File: src/rtl/can_tx_queue_if.sv
`default_nettype none
// ============================================================================
// Module   : can_tx_queue_if
// Brief    : Host/node-side bundle for the CAN transmit message queue.
// Revision : 1.0 - initial release
// ============================================================================
interface can_tx_queue_if #(
  parameter int DATA_SIZE = 64,
  parameter int DEPTH     = 8,
  parameter int MAX_RETRY = 16
);
  localparam int CNT_W   = $clog2(DEPTH) + 1;
  localparam int RETRY_W = $clog2(MAX_RETRY) + 1;

  logic                 wr_valid;
  logic [DATA_SIZE-1:0] wr_data;
  logic                 wr_ready;
  logic                 flush;
  logic                 data_in_req;
  logic                 Retransmit;
  logic [DATA_SIZE-1:0] In_packet;
  logic [CNT_W-1:0]     count;
  logic                 empty;
  logic                 full;
  logic                 drop_zero;
  logic                 tx_done;
  logic [RETRY_W-1:0]   retry_cnt;
  logic                 retry_abort;

  modport master (
    output wr_valid, wr_data, flush, data_in_req, Retransmit,
    input  wr_ready, In_packet, count, empty, full, drop_zero,
           tx_done, retry_cnt, retry_abort
  );

  modport slave (
    input  wr_valid, wr_data, flush, data_in_req, Retransmit,
    output wr_ready, In_packet, count, empty, full, drop_zero,
           tx_done, retry_cnt, retry_abort
  );
endinterface
`default_nettype wire

File: src/rtl/can_tx_queue.sv
`default_nettype none
// ============================================================================
// Module   : can_tx_queue
// Brief    : Circular transmit queue feeding a CAN node, with in-flight frame
//            and retransmit tracking.
// Revision : 1.0 - initial release
// ============================================================================
module can_tx_queue #(
  parameter int DATA_SIZE = 64,
  parameter int DEPTH     = 8,
  parameter int MAX_RETRY = 16
) (
  input  logic          clock,
  input  logic          reset,
  can_tx_queue_if.slave bus
);
  localparam int PTR_W   = $clog2(DEPTH);
  localparam int CNT_W   = $clog2(DEPTH) + 1;
  localparam int RETRY_W = $clog2(MAX_RETRY) + 1;

  localparam logic [CNT_W-1:0]   FULL_COUNT  = CNT_W'(DEPTH);
  localparam logic [RETRY_W-1:0] RETRY_LIMIT = RETRY_W'(MAX_RETRY);

  logic [DATA_SIZE-1:0] mem_q [DEPTH];

  logic [PTR_W-1:0]   wr_ptr_q, wr_ptr_d;
  logic [PTR_W-1:0]   rd_ptr_q, rd_ptr_d;
  logic [CNT_W-1:0]   count_q, count_d;
  logic               inflight_q, inflight_d;
  logic               retx_prev_q, retx_prev_d;
  logic               drop_zero_q, drop_zero_d;
  logic               tx_done_q, tx_done_d;
  logic [RETRY_W-1:0] retry_cnt_q, retry_cnt_d;
  logic               retry_abort_q, retry_abort_d;

  logic empty;
  logic full;
  logic wr_accept;
  logic push;
  logic pop;
  logic retx_rise;

  // Acceptance is based on registered count only: a same-edge pop never frees a slot early.
  assign empty     = (count_q == '0);
  assign full      = (count_q == FULL_COUNT);
  assign wr_accept = bus.wr_valid && !full;
  assign push      = wr_accept && (bus.wr_data != '0) && !bus.flush;
  assign pop       = bus.data_in_req && !empty && !bus.flush;
  assign retx_rise = bus.Retransmit && !retx_prev_q;

  always_comb begin
    wr_ptr_d = wr_ptr_q;
    rd_ptr_d = rd_ptr_q;
    count_d  = count_q;
    if (bus.flush) begin
      wr_ptr_d = '0;
      rd_ptr_d = '0;
      count_d  = '0;
    end else begin
      if (push) begin
        wr_ptr_d = wr_ptr_q + PTR_W'(1);
      end
      if (pop) begin
        rd_ptr_d = rd_ptr_q + PTR_W'(1);
      end
      if (push && !pop) begin
        count_d = count_q + CNT_W'(1);
      end else if (pop && !push) begin
        count_d = count_q - CNT_W'(1);
      end
    end
  end

  // A node request closes the current frame; Retransmit edges only count while a frame is out.
  always_comb begin
    drop_zero_d   = wr_accept && (bus.wr_data == '0);
    tx_done_d     = bus.data_in_req && inflight_q;
    retx_prev_d   = bus.Retransmit;
    inflight_d    = inflight_q;
    retry_cnt_d   = retry_cnt_q;
    retry_abort_d = 1'b0;
    if (bus.data_in_req) begin
      inflight_d  = !empty;
      retry_cnt_d = '0;
    end else if (retx_rise && inflight_q && (retry_cnt_q != RETRY_LIMIT)) begin
      retry_cnt_d   = retry_cnt_q + RETRY_W'(1);
      retry_abort_d = (retry_cnt_d == RETRY_LIMIT);
    end
  end

  always_ff @(posedge clock) begin
    if (push) begin
      mem_q[wr_ptr_q] <= bus.wr_data;
    end
  end

  always_ff @(posedge clock) begin
    if (!reset) begin
      wr_ptr_q      <= '0;
      rd_ptr_q      <= '0;
      count_q       <= '0;
      inflight_q    <= 1'b0;
      retx_prev_q   <= 1'b0;
      drop_zero_q   <= 1'b0;
      tx_done_q     <= 1'b0;
      retry_cnt_q   <= '0;
      retry_abort_q <= 1'b0;
    end else begin
      wr_ptr_q      <= wr_ptr_d;
      rd_ptr_q      <= rd_ptr_d;
      count_q       <= count_d;
      inflight_q    <= inflight_d;
      retx_prev_q   <= retx_prev_d;
      drop_zero_q   <= drop_zero_d;
      tx_done_q     <= tx_done_d;
      retry_cnt_q   <= retry_cnt_d;
      retry_abort_q <= retry_abort_d;
    end
  end

  assign bus.wr_ready    = !full;
  assign bus.In_packet   = empty ? '0 : mem_q[rd_ptr_q];
  assign bus.count       = count_q;
  assign bus.empty       = empty;
  assign bus.full        = full;
  assign bus.drop_zero   = drop_zero_q;
  assign bus.tx_done     = tx_done_q;
  assign bus.retry_cnt   = retry_cnt_q;
  assign bus.retry_abort = retry_abort_q;

endmodule
`default_nettype wire

File: src/flat_wrapper.sv
// flat-port wrapper written by rule: the top's interface ports become plain ports
module can_tx_queue_flat 
#(
  parameter int DATA_SIZE = 64,
  parameter int DEPTH     = 8,
  parameter int MAX_RETRY = 16
)
  (clock, reset, bus_wr_valid, bus_wr_data, bus_flush, bus_data_in_req, bus_Retransmit, bus_wr_ready, bus_In_packet, bus_count, bus_empty, bus_full, bus_drop_zero, bus_tx_done, bus_retry_cnt, bus_retry_abort);
  can_tx_queue_if #(.DATA_SIZE(DATA_SIZE), .DEPTH(DEPTH), .MAX_RETRY(MAX_RETRY)) bus_i ();
  input  logic clock;
  input  logic reset;
  input wire logic [$bits(bus_i.wr_valid)-1:0] bus_wr_valid;
  input wire logic [$bits(bus_i.wr_data)-1:0] bus_wr_data;
  input wire logic [$bits(bus_i.flush)-1:0] bus_flush;
  input wire logic [$bits(bus_i.data_in_req)-1:0] bus_data_in_req;
  input wire logic [$bits(bus_i.Retransmit)-1:0] bus_Retransmit;
  output wire logic [$bits(bus_i.wr_ready)-1:0] bus_wr_ready;
  output wire logic [$bits(bus_i.In_packet)-1:0] bus_In_packet;
  output wire logic [$bits(bus_i.count)-1:0] bus_count;
  output wire logic [$bits(bus_i.empty)-1:0] bus_empty;
  output wire logic [$bits(bus_i.full)-1:0] bus_full;
  output wire logic [$bits(bus_i.drop_zero)-1:0] bus_drop_zero;
  output wire logic [$bits(bus_i.tx_done)-1:0] bus_tx_done;
  output wire logic [$bits(bus_i.retry_cnt)-1:0] bus_retry_cnt;
  output wire logic [$bits(bus_i.retry_abort)-1:0] bus_retry_abort;
  assign bus_i.wr_valid = bus_wr_valid;
  assign bus_i.wr_data = bus_wr_data;
  assign bus_i.flush = bus_flush;
  assign bus_i.data_in_req = bus_data_in_req;
  assign bus_i.Retransmit = bus_Retransmit;
  assign bus_wr_ready = bus_i.wr_ready;
  assign bus_In_packet = bus_i.In_packet;
  assign bus_count = bus_i.count;
  assign bus_empty = bus_i.empty;
  assign bus_full = bus_i.full;
  assign bus_drop_zero = bus_i.drop_zero;
  assign bus_tx_done = bus_i.tx_done;
  assign bus_retry_cnt = bus_i.retry_cnt;
  assign bus_retry_abort = bus_i.retry_abort;
  can_tx_queue #(.DATA_SIZE(DATA_SIZE), .DEPTH(DEPTH), .MAX_RETRY(MAX_RETRY)) u_core (.clock(clock), .reset(reset), .bus(bus_i));
endmodule
File: config.mk
export PLATFORM = sky130hd
export DESIGN_NAME = can_tx_queue_flat
export DESIGN_NICKNAME = d
export VERILOG_FILES = /design/src/rtl/can_tx_queue_if.sv /design/src/rtl/can_tx_queue.sv /design/src/flat_wrapper.sv
export SDC_FILE = /design/constraint.sdc
export NUM_CORES = 1
export LEC_CHECK = 0
export CAP_MARGIN = 20
export CORE_UTILIZATION = 40
export DETAILED_ROUTE_END_ITERATION = 6
export MAX_ROUTING_LAYER = met4
export PLACE_DENSITY = 0.63
export SLEW_MARGIN = 20
export SYNTH_ARGS = -nofsm -noshare
export SYNTH_HDL_FRONTEND = slang
export SYNTH_SLANG_ARGS = --single-unit
File: constraint.sdc
create_clock -name clock -period 29.4 [get_ports clock]
set_input_delay 8.82 -clock clock [delete_from_list [all_inputs] [get_ports clock]]
set_output_delay 8.82 -clock clock [all_outputs]
set_load 0.05 [all_outputs]
# After elaboration in Yosys (flattened, before gate mapping)
# Memories as Yosys holds them, arrays and structs flattened. A register that Yosys moved wholly into a read port is not among the register bits.
# Index checks and enable logic that the tools add are counted.
# word_totals
memories,1
in_bits,70
wordCells,52
ff_bits,20
ram_bits,512
# op_classes
reduce_logical,25
n_eq_ne,3
mux,7
addsub,5
bitwise,2
# mem_list
name,words,width,rd,rd_ports_with_merged_regs,wr,line,source
u_core.mem_q,8,64,1,1,1,can_tx_queue.sv:24,logic [DATA_SIZE-1:0] mem_q [DEPTH];
# op_table
operator,n
64-bit zero test,1
64-bit two-way mux,1
64-bit nonzero test,1
1-bit logical AND,12
4-bit two-way mux,2
"3-bit by 1-bit adder with 3-bit output, second input constant",2
1-bit zero test,6
3-bit two-way mux,2
"5-bit by 1-bit adder with 5-bit output, second input constant",1
"5-bit == test, second input constant",1
"5-bit != test, second input constant",1
"4-bit by 1-bit adder with 4-bit output, second input constant",1
"4-bit == test, second input constant",1
4-bit zero test,1
2-bit OR reduction,2
"4-bit by 1-bit subtractor with 4-bit output, second input constant",1
3-bit OR reduction,1
1-bit two-way mux,2
1-bit inverter,2
2-bit nonzero test,1

# Longest topological paths before layout
# Gate-level depths: netlist of run 1.
# logic_depth
ltp_word,9
ltp_mapped,13
ltp_nobuf,13

# Worst setup path before layout of run 1
# No wires, ideal clock.
# synth_timing
kind,input port to flip-flop
start,input port bus_wr_valid
end,memory u_core.mem_q[5][0] (enable)
t_required_ps,28734
t_arrival_ps,15893
slack_ps,12841
cell_stages,4
path_buffers,0
setup_time_ps,666
path_cell_list,nand2_1 nor2_1 nand2_2 nor4b_1
# synth_via
elab_chain_cells,5
# synth_rtl
item,line,source
from (decl),flat_wrapper.sv:12,input wire logic [$bits(bus_i.wr_valid)-1:0] bus_wr_valid;
1-bit logical AND,can_tx_queue.sv:46,assign wr_accept = bus.wr_valid && !full;
1-bit logical AND (2 in a row),can_tx_queue.sv:47,assign push = wr_accept && (bus.wr_data != '0) && !bus.flush;
1-bit two-way mux,can_tx_queue.sv:92,if (push) begin
1-bit two-way mux (implied by the code),can_tx_queue.sv:93,mem_q[wr_ptr_q] <= bus.wr_data;
to (decl),can_tx_queue.sv:24,
# No other way between the ends.

==> impl_metrics.tcl, run 1 <==
set metrics [dict create \
    power.total_mw 1.66 \
    p_leak_nw 7.52 \
    clock-sinks 535 \
    syn_inst 954 \
    min_period_ps 12850 \
    cp-start-kind "flip-flop" \
    routed-via-count 9744 \
    start_util_pct 40.8 \
    postCtsHoldBufs 0 \
    cts_tree "done" \
    cts_buffers 55 \
    dr.pass1.iters 4 \
    crit_type "reg2out" \
    setup.worst_path.end_class "output port" \
    grt_pass1_wl_um 65000 \
    max_freq_mhz 77.8 \
    dieHeight_um 229 \
    drtIter0Drc 780 \
    core_um2 50500 \
    synth_area_um2 20600 \
    portBuffers 148 \
    grt_max_degree 74 \
    netlist-cell-type-count 41 \
    overflow 0 \
    synth_area_per_cell_um2 21.6 \
    tightest_slew_ps 996 \
    grt_antenna_before_repair 7 \
    multi_input_area_um2 4590 \
    hold_class "reg2reg" \
    synth.net_count 1033 \
    rr_worst_depth 6 \
    grt_pass1_vias 10400 \
    fin_tns_setup_ps 0 \
    regArea_um2 15800 \
    p_per_area_nw_per_um2 67.1 \
    fillers 4157 \
    timing.rr.start "u_core.bus.count[0]" \
    rsz0062_at_grt "no" \
    ant_nets 0 \
    wl_per_cell_um 23.4 \
    final_common_cell "edfxtp_1" \
    rows 82 \
    synth_seq_area_share_pct 76.9 \
    final_cell_mix "edfxtp_1 (512), clkdlybuf4s50_1 (148), mux4_2 (128)" \
    cp_max_fo 44 \
    hold_viol 0 \
    skew_ps 21.6 \
    dp_hpwl_um 23400 \
    hold_path_depth 1 \
    wirelength_um 43500 \
    ioPinCount 149 \
    cts_root_buf "clkbuf_16" \
    dieWidth_um 229 \
    post_cts.repair.setup_buffers 0 \
    areaGrowthSynthToFinish_pct 20.5 \
    nets 1217 \
    synth_seq_cells 535 \
    ir_worst_vdd_mv 0.0444 \
    synth_edf_count 512 \
    post-route-period-util_pct 43.7 \
    relSlewSlack_pct 33.4 \
    clk_path_buf_depth 3 \
    yosys_most_used_dff "edfxtp_1" \
    drive_gt1_share_pct 21.0 \
    setup_viol 0 \
    globalRouteTotalUtil_pct 17.2 \
    fp.dieArea_um2 52400 \
    route.detailed.drc 0 \
    htreeDepth 2 \
    synthArstFlopShare_pct 0 \
    gp_congestion 0.766 \
    cp.required_ps 20580 \
    clk_pin_slew_ps 60 \
    clk_latency_ps 600 \
    report.final.slew_viol_count 0 \
    drv_cap 0 \
    viasPerCell 5.23 \
    yosysWarnings 0 \
    cts_resized 0 \
    status "completed" \
    cp_data_arrival_time_ps 4030 \
    min_from "u_core.inflight_q" \
]
==> Yosys cell counts, types with 2 or more instances <==
cell,count,area (µm²)
nand2_1,5,18.8
nor3b_1,3,22.5
inv_1,6,22.5
a21oi_1,8,40.0
clkbuf_1,14,52.6
nand2b_1,3,18.8
buf_2,16,80.1
dfxtp_1,23,460
mux2i_1,68,681
xnor2_1,5,43.8
nor3_1,4,20.0
nor2_1,80,300
or2_2,3,18.8
edfxtp_1,512,15400
mux4_2,128,2880
nand3_2,2,20.0
ha_1,8,100
or3_1,2,12.5
nand3_1,5,25.0
nor4b_1,2,17.5
xor2_1,3,26.3
nand4_1,4,25.0
o21ai_0,4,20.0
buf_1,12,45.0
nor4_1,18,113
==> path summary, 6_finish.rpt <==
path | endpoint | slack [ps]
max | bus_In_packet[7] | 16550
max reg2reg | u_core.mem_q[6][28] | 26040
min reg2reg | u_core.bus.tx_done | 500
min | u_core.bus.tx_done | 500
==> cells by family after synthesis <==
| kind of cell | Yosys count | synth area share [%] |
|---|---|---|
| buffers and inverters | 50 | 1.03 |
| xor gates and xnor gates | 8 | 0.340 |
| adders and majority gates | 9 | 0.584 |
| muxes | 196 | 17.3 |
| DFF | 535 | 76.9 |
| and+or+nand+nor | 141 | 3.38 |
| AOI/OAI and AO/OA | 15 | 0.413 |
==> stage by stage <==
step | util [%] | instance area (µm²) | hold WS [ps] | worst slack (ps) | instances
global placement | 45.5 | 22900 | 482 | 16470 | 1752
finish | 49.1 | 24800 | 503 | 16550 | 1862
CTS | 49.0 | 24800 | 496 | 16140 | 1854
floorplan | - | 20600 | 471 | 12840 | 954
detailed placement | 45.5 | 22900 | 488 | 16440 | 1752
global route | 49.1 | 24800 | 529 | 16230 | 1862
==> critical path, cell delays in order (launching register included) <==
cell	delay [ps]
dfxtp_4	990
buf_4	550
buf_16	300
mux4_2	520
mux2i_1	180
nor2_1	90
clkdlybuf4s50_1	750
==> sequential cells by signal, summed over array words and instances (netlist names), named ones only <==
| name | count |
|---|---|
| u_core.wr_ptr_q | 3 |
| u_core.bus.retry_abort | 1 |
| u_core.mem_q | 512 |
| u_core.rd_ptr_q | 3 |
| u_core.bus.count | 4 |
| u_core.bus.retry_cnt | 5 |
| u_core.retx_prev_q | 1 |
| u_core.inflight_q | 1 |
| u_core.bus.drop_zero | 1 |
| u_core.bus.tx_done | 1 |
==> layout make-up <==
| class | count | area share, % |
|---|---|---|
| Sequential cell | 535 | 63.9 |
| Clock inverter | 25 | 1.15 |
| Clock buffer | 77 | 6.14 |
| Inverter | 6 | 0.0908 |
| Antenna cell | 7 | 0.0706 |
| Timing Repair Buffer | 171 | 6.77 |
| Multi-Input combinational cell | 369 | 18.5 |
| Tap cell | 672 | 3.39 |
==> routing by layer <==
metal	part of all wire [%]	global-route usage (%)	up-vias
li1	-	-	4331
met5	0	-	-
met4	2.6	5.40	0
met3	5.9	3.13	83
met1	44	23.1	5077
met2	47	26.8	253
==> where the power goes <==
group	switching, mW	leakage [nW]	total, mW	internal, mW
Sequential	0.00365	4.81	0.845	0.841
Combinational	0.0805	1.82	0.126	0.0453
Clock	0.281	0.885	0.694	0.413
Note: power is estimated with default switching activity, not from simulation.
==> run 2, diff against run 1 <==
clock period = 12.5 ns   (was 29.4 ns; I/O delays follow)
==> impl_metrics.tcl, run 2 (same netlist as run 1, synthesis figures left out) <==
set metrics [dict create \
    largest_register_ffs 512 \
    dieHeight_um 229 \
    cts_root_buf "clkbuf_16" \
    max_freq_mhz 129 \
    dp_hpwl_um 24000 \
    min_period_ps 7770 \
    viasPerCell 5.31 \
    postCtsHoldBufs 0 \
    hold_viol 0 \
    core_um2 50500 \
    hold_path_depth 1 \
    wirelength_um 44000 \
    rr_worst_depth 6 \
    globalRouteTotalUtil_pct 17.5 \
    post_cts.repair.setup_buffers 0 \
    start_util_pct 40.8 \
    min_to "u_core.bus.tx_done" \
    overflow 0 \
    htreeDepth 2 \
    final_common_cell "edfxtp_1" \
    seqPwrFrac_pct 51.4 \
    cp_max_fo 44 \
    p_sw_share_pct 22.3 \
    routed-via-count 9854 \
    portBuffers 148 \
    status "completed" \
    drtIter0Drc 723 \
    hold_class "reg2reg" \
    gp_congestion 0.753 \
    min_from "u_core.inflight_q" \
    route.detailed.drc 0 \
    fillers 4174 \
    rsz0062_at_grt "no" \
    dr.pass1.iters 5 \
    post-route-period-util_pct 62.1 \
    cts_tree "done" \
    fin_tns_setup_ps 0 \
    cp_data_arrival_time_ps 4020 \
    nets 1214 \
    cts_resized 0 \
    comb_power_share_pct 7.7 \
    relSlewSlack_pct 30.1 \
    grt_antenna_before_repair 6 \
    top_register "u_core.mem_q" \
    setup.worst_path.end_class "output port" \
    setup_viol 0 \
    p_sw_mw 0.864 \
    grt_pass1_vias 10300 \
    wl_per_cell_um 23.7 \
    drive_gt1_share_pct 21.2 \
    dieWidth_um 229 \
    p_leak_nw 7.47 \
    grt_max_degree 57 \
    rows 82 \
    tightest_slew_ps 1050 \
    intPower_mw 3.00 \
    skew_ps 14.9 \
    clk_latency_ps 590 \
    ant_nets 0 \
    clk_path_buf_depth 3 \
    clock-sinks 535 \
    fp.dieArea_um2 52400 \
    r2r_end "u_core.mem_q[6][23]" \
    drv_cap 0 \
    p_per_area_nw_per_um2 157 \
    final_cell_mix "edfxtp_1 (512), clkdlybuf4s50_1 (148), mux4_2 (128)" \
    cp-start-kind "flip-flop" \
    timing.rr.start "u_core.bus.count[0]" \
    areaGrowthSynthToFinish_pct 20.0 \
    cp.required_ps 8750 \
    crit_type "reg2out" \
    r2r_slack_ps 9130 \
    grt_pass1_wl_um 65800 \
    clk_pin_slew_ps 60 \
    cts_buffers 53 \
    report.final.slew_viol_count 0 \
    pwr-share-clk_pct 41.0 \
    fin_util_pct 48.9 \
    ir_worst_vdd_mv 0.0909 \
    ioPinCount 149 \
]
==> run 2: cell types whose count changed in the layout (fill, tap and decap cells not counted), sizes merged <==
| cell | before | now |
|---|---|---|
| bufinv | 6 | 7 |
| inv | 7 | 10 |
| buf | 23 | 22 |
| clkbuf | 77 | 55 |
| clkinvlp | 1 | 5 |
| diode | 7 | 6 |
| clkinv | 17 | 26 |
==> run 2: final cells by class <==
class | count | area, µm² | area share (%)
multi-input combinational | 369 | 4590 | 18.6
inverter | 6 | 22.5 | 0.0912
tap | 672 | 841 | 3.40
timing repair buffer | 170 | 1650 | 6.68
sequential | 535 | 15800 | 64.2
clock inverter | 42 | 405 | 1.64
clock buffer | 55 | 1330 | 5.40
antenna | 6 | 15.0 | 0.0608
==> run 2: power by group through the flow <==
stage | combinational (mW) | sequential [mW] | clock, mW
4_1_cts | 0.300 | 1.99 | 1.62
3_3_place_gp | 0.296 | 2.02 | 0
6_report | 0.296 | 1.99 | 1.59
3_5_place_dp | 0.299 | 2.03 | 0
2_1_floorplan | 0.171 | 2.03 | 0
5_1_grt | 0.313 | 1.99 | 1.69
==> run 2: through the flow <==
stage | std cells | hold slack [ps] | power (mW) | worst slack, ps | instance area [µm²]
after detailed placement | 1752 | 497 | 2.32 | 4550 | 22900
after floorplan | 954 | 471 | 2.20 | 1010 | 20600
after global placement | 1752 | 482 | 2.32 | 4630 | 22900
final | 1855 | 503 | 3.87 | 4730 | 24700
after global routing | 1855 | 531 | 3.99 | 4420 | 24700
after CTS | 1849 | 503 | 3.91 | 4310 | 24700
==> run 2: worst max-delay path, stage by stage, from the launching register on <==
cell	delay [ps]
dfxtp_4	990
buf_4	750
mux4_2	610
mux2i_1	200
nor2_1	90
clkdlybuf4s50_1	740
==> run 2: worst max path at each step <==
| stage | startpoint | endpoint | cells past startpoint |
|---|---|---|---|
| finish | flip-flop | bus_In_packet[22] | 5 |
| detailed placement | bus_wr_data[8] | u_core.bus.count[3] | 14 |
| global route | flip-flop | bus_In_packet[0] | 5 |
| CTS | flip-flop | bus_In_packet[42] | 5 |
| global placement | bus_wr_data[8] | u_core.bus.count[3] | 14 |
| floorplan | bus_wr_valid | u_core.mem_q[5][0] | 4 |
==> run 2: routing by layer <==
layer | vias up | track usage [%] | share of wire [%]
met5 | - | - | 0
met3 | 51 | 3.31 | 5.0
met2 | 234 | 27.4 | 48
met4 | 0 | 4.50 | 1.7
li1 | 4322 | - | -
met1 | 5247 | 23.7 | 45
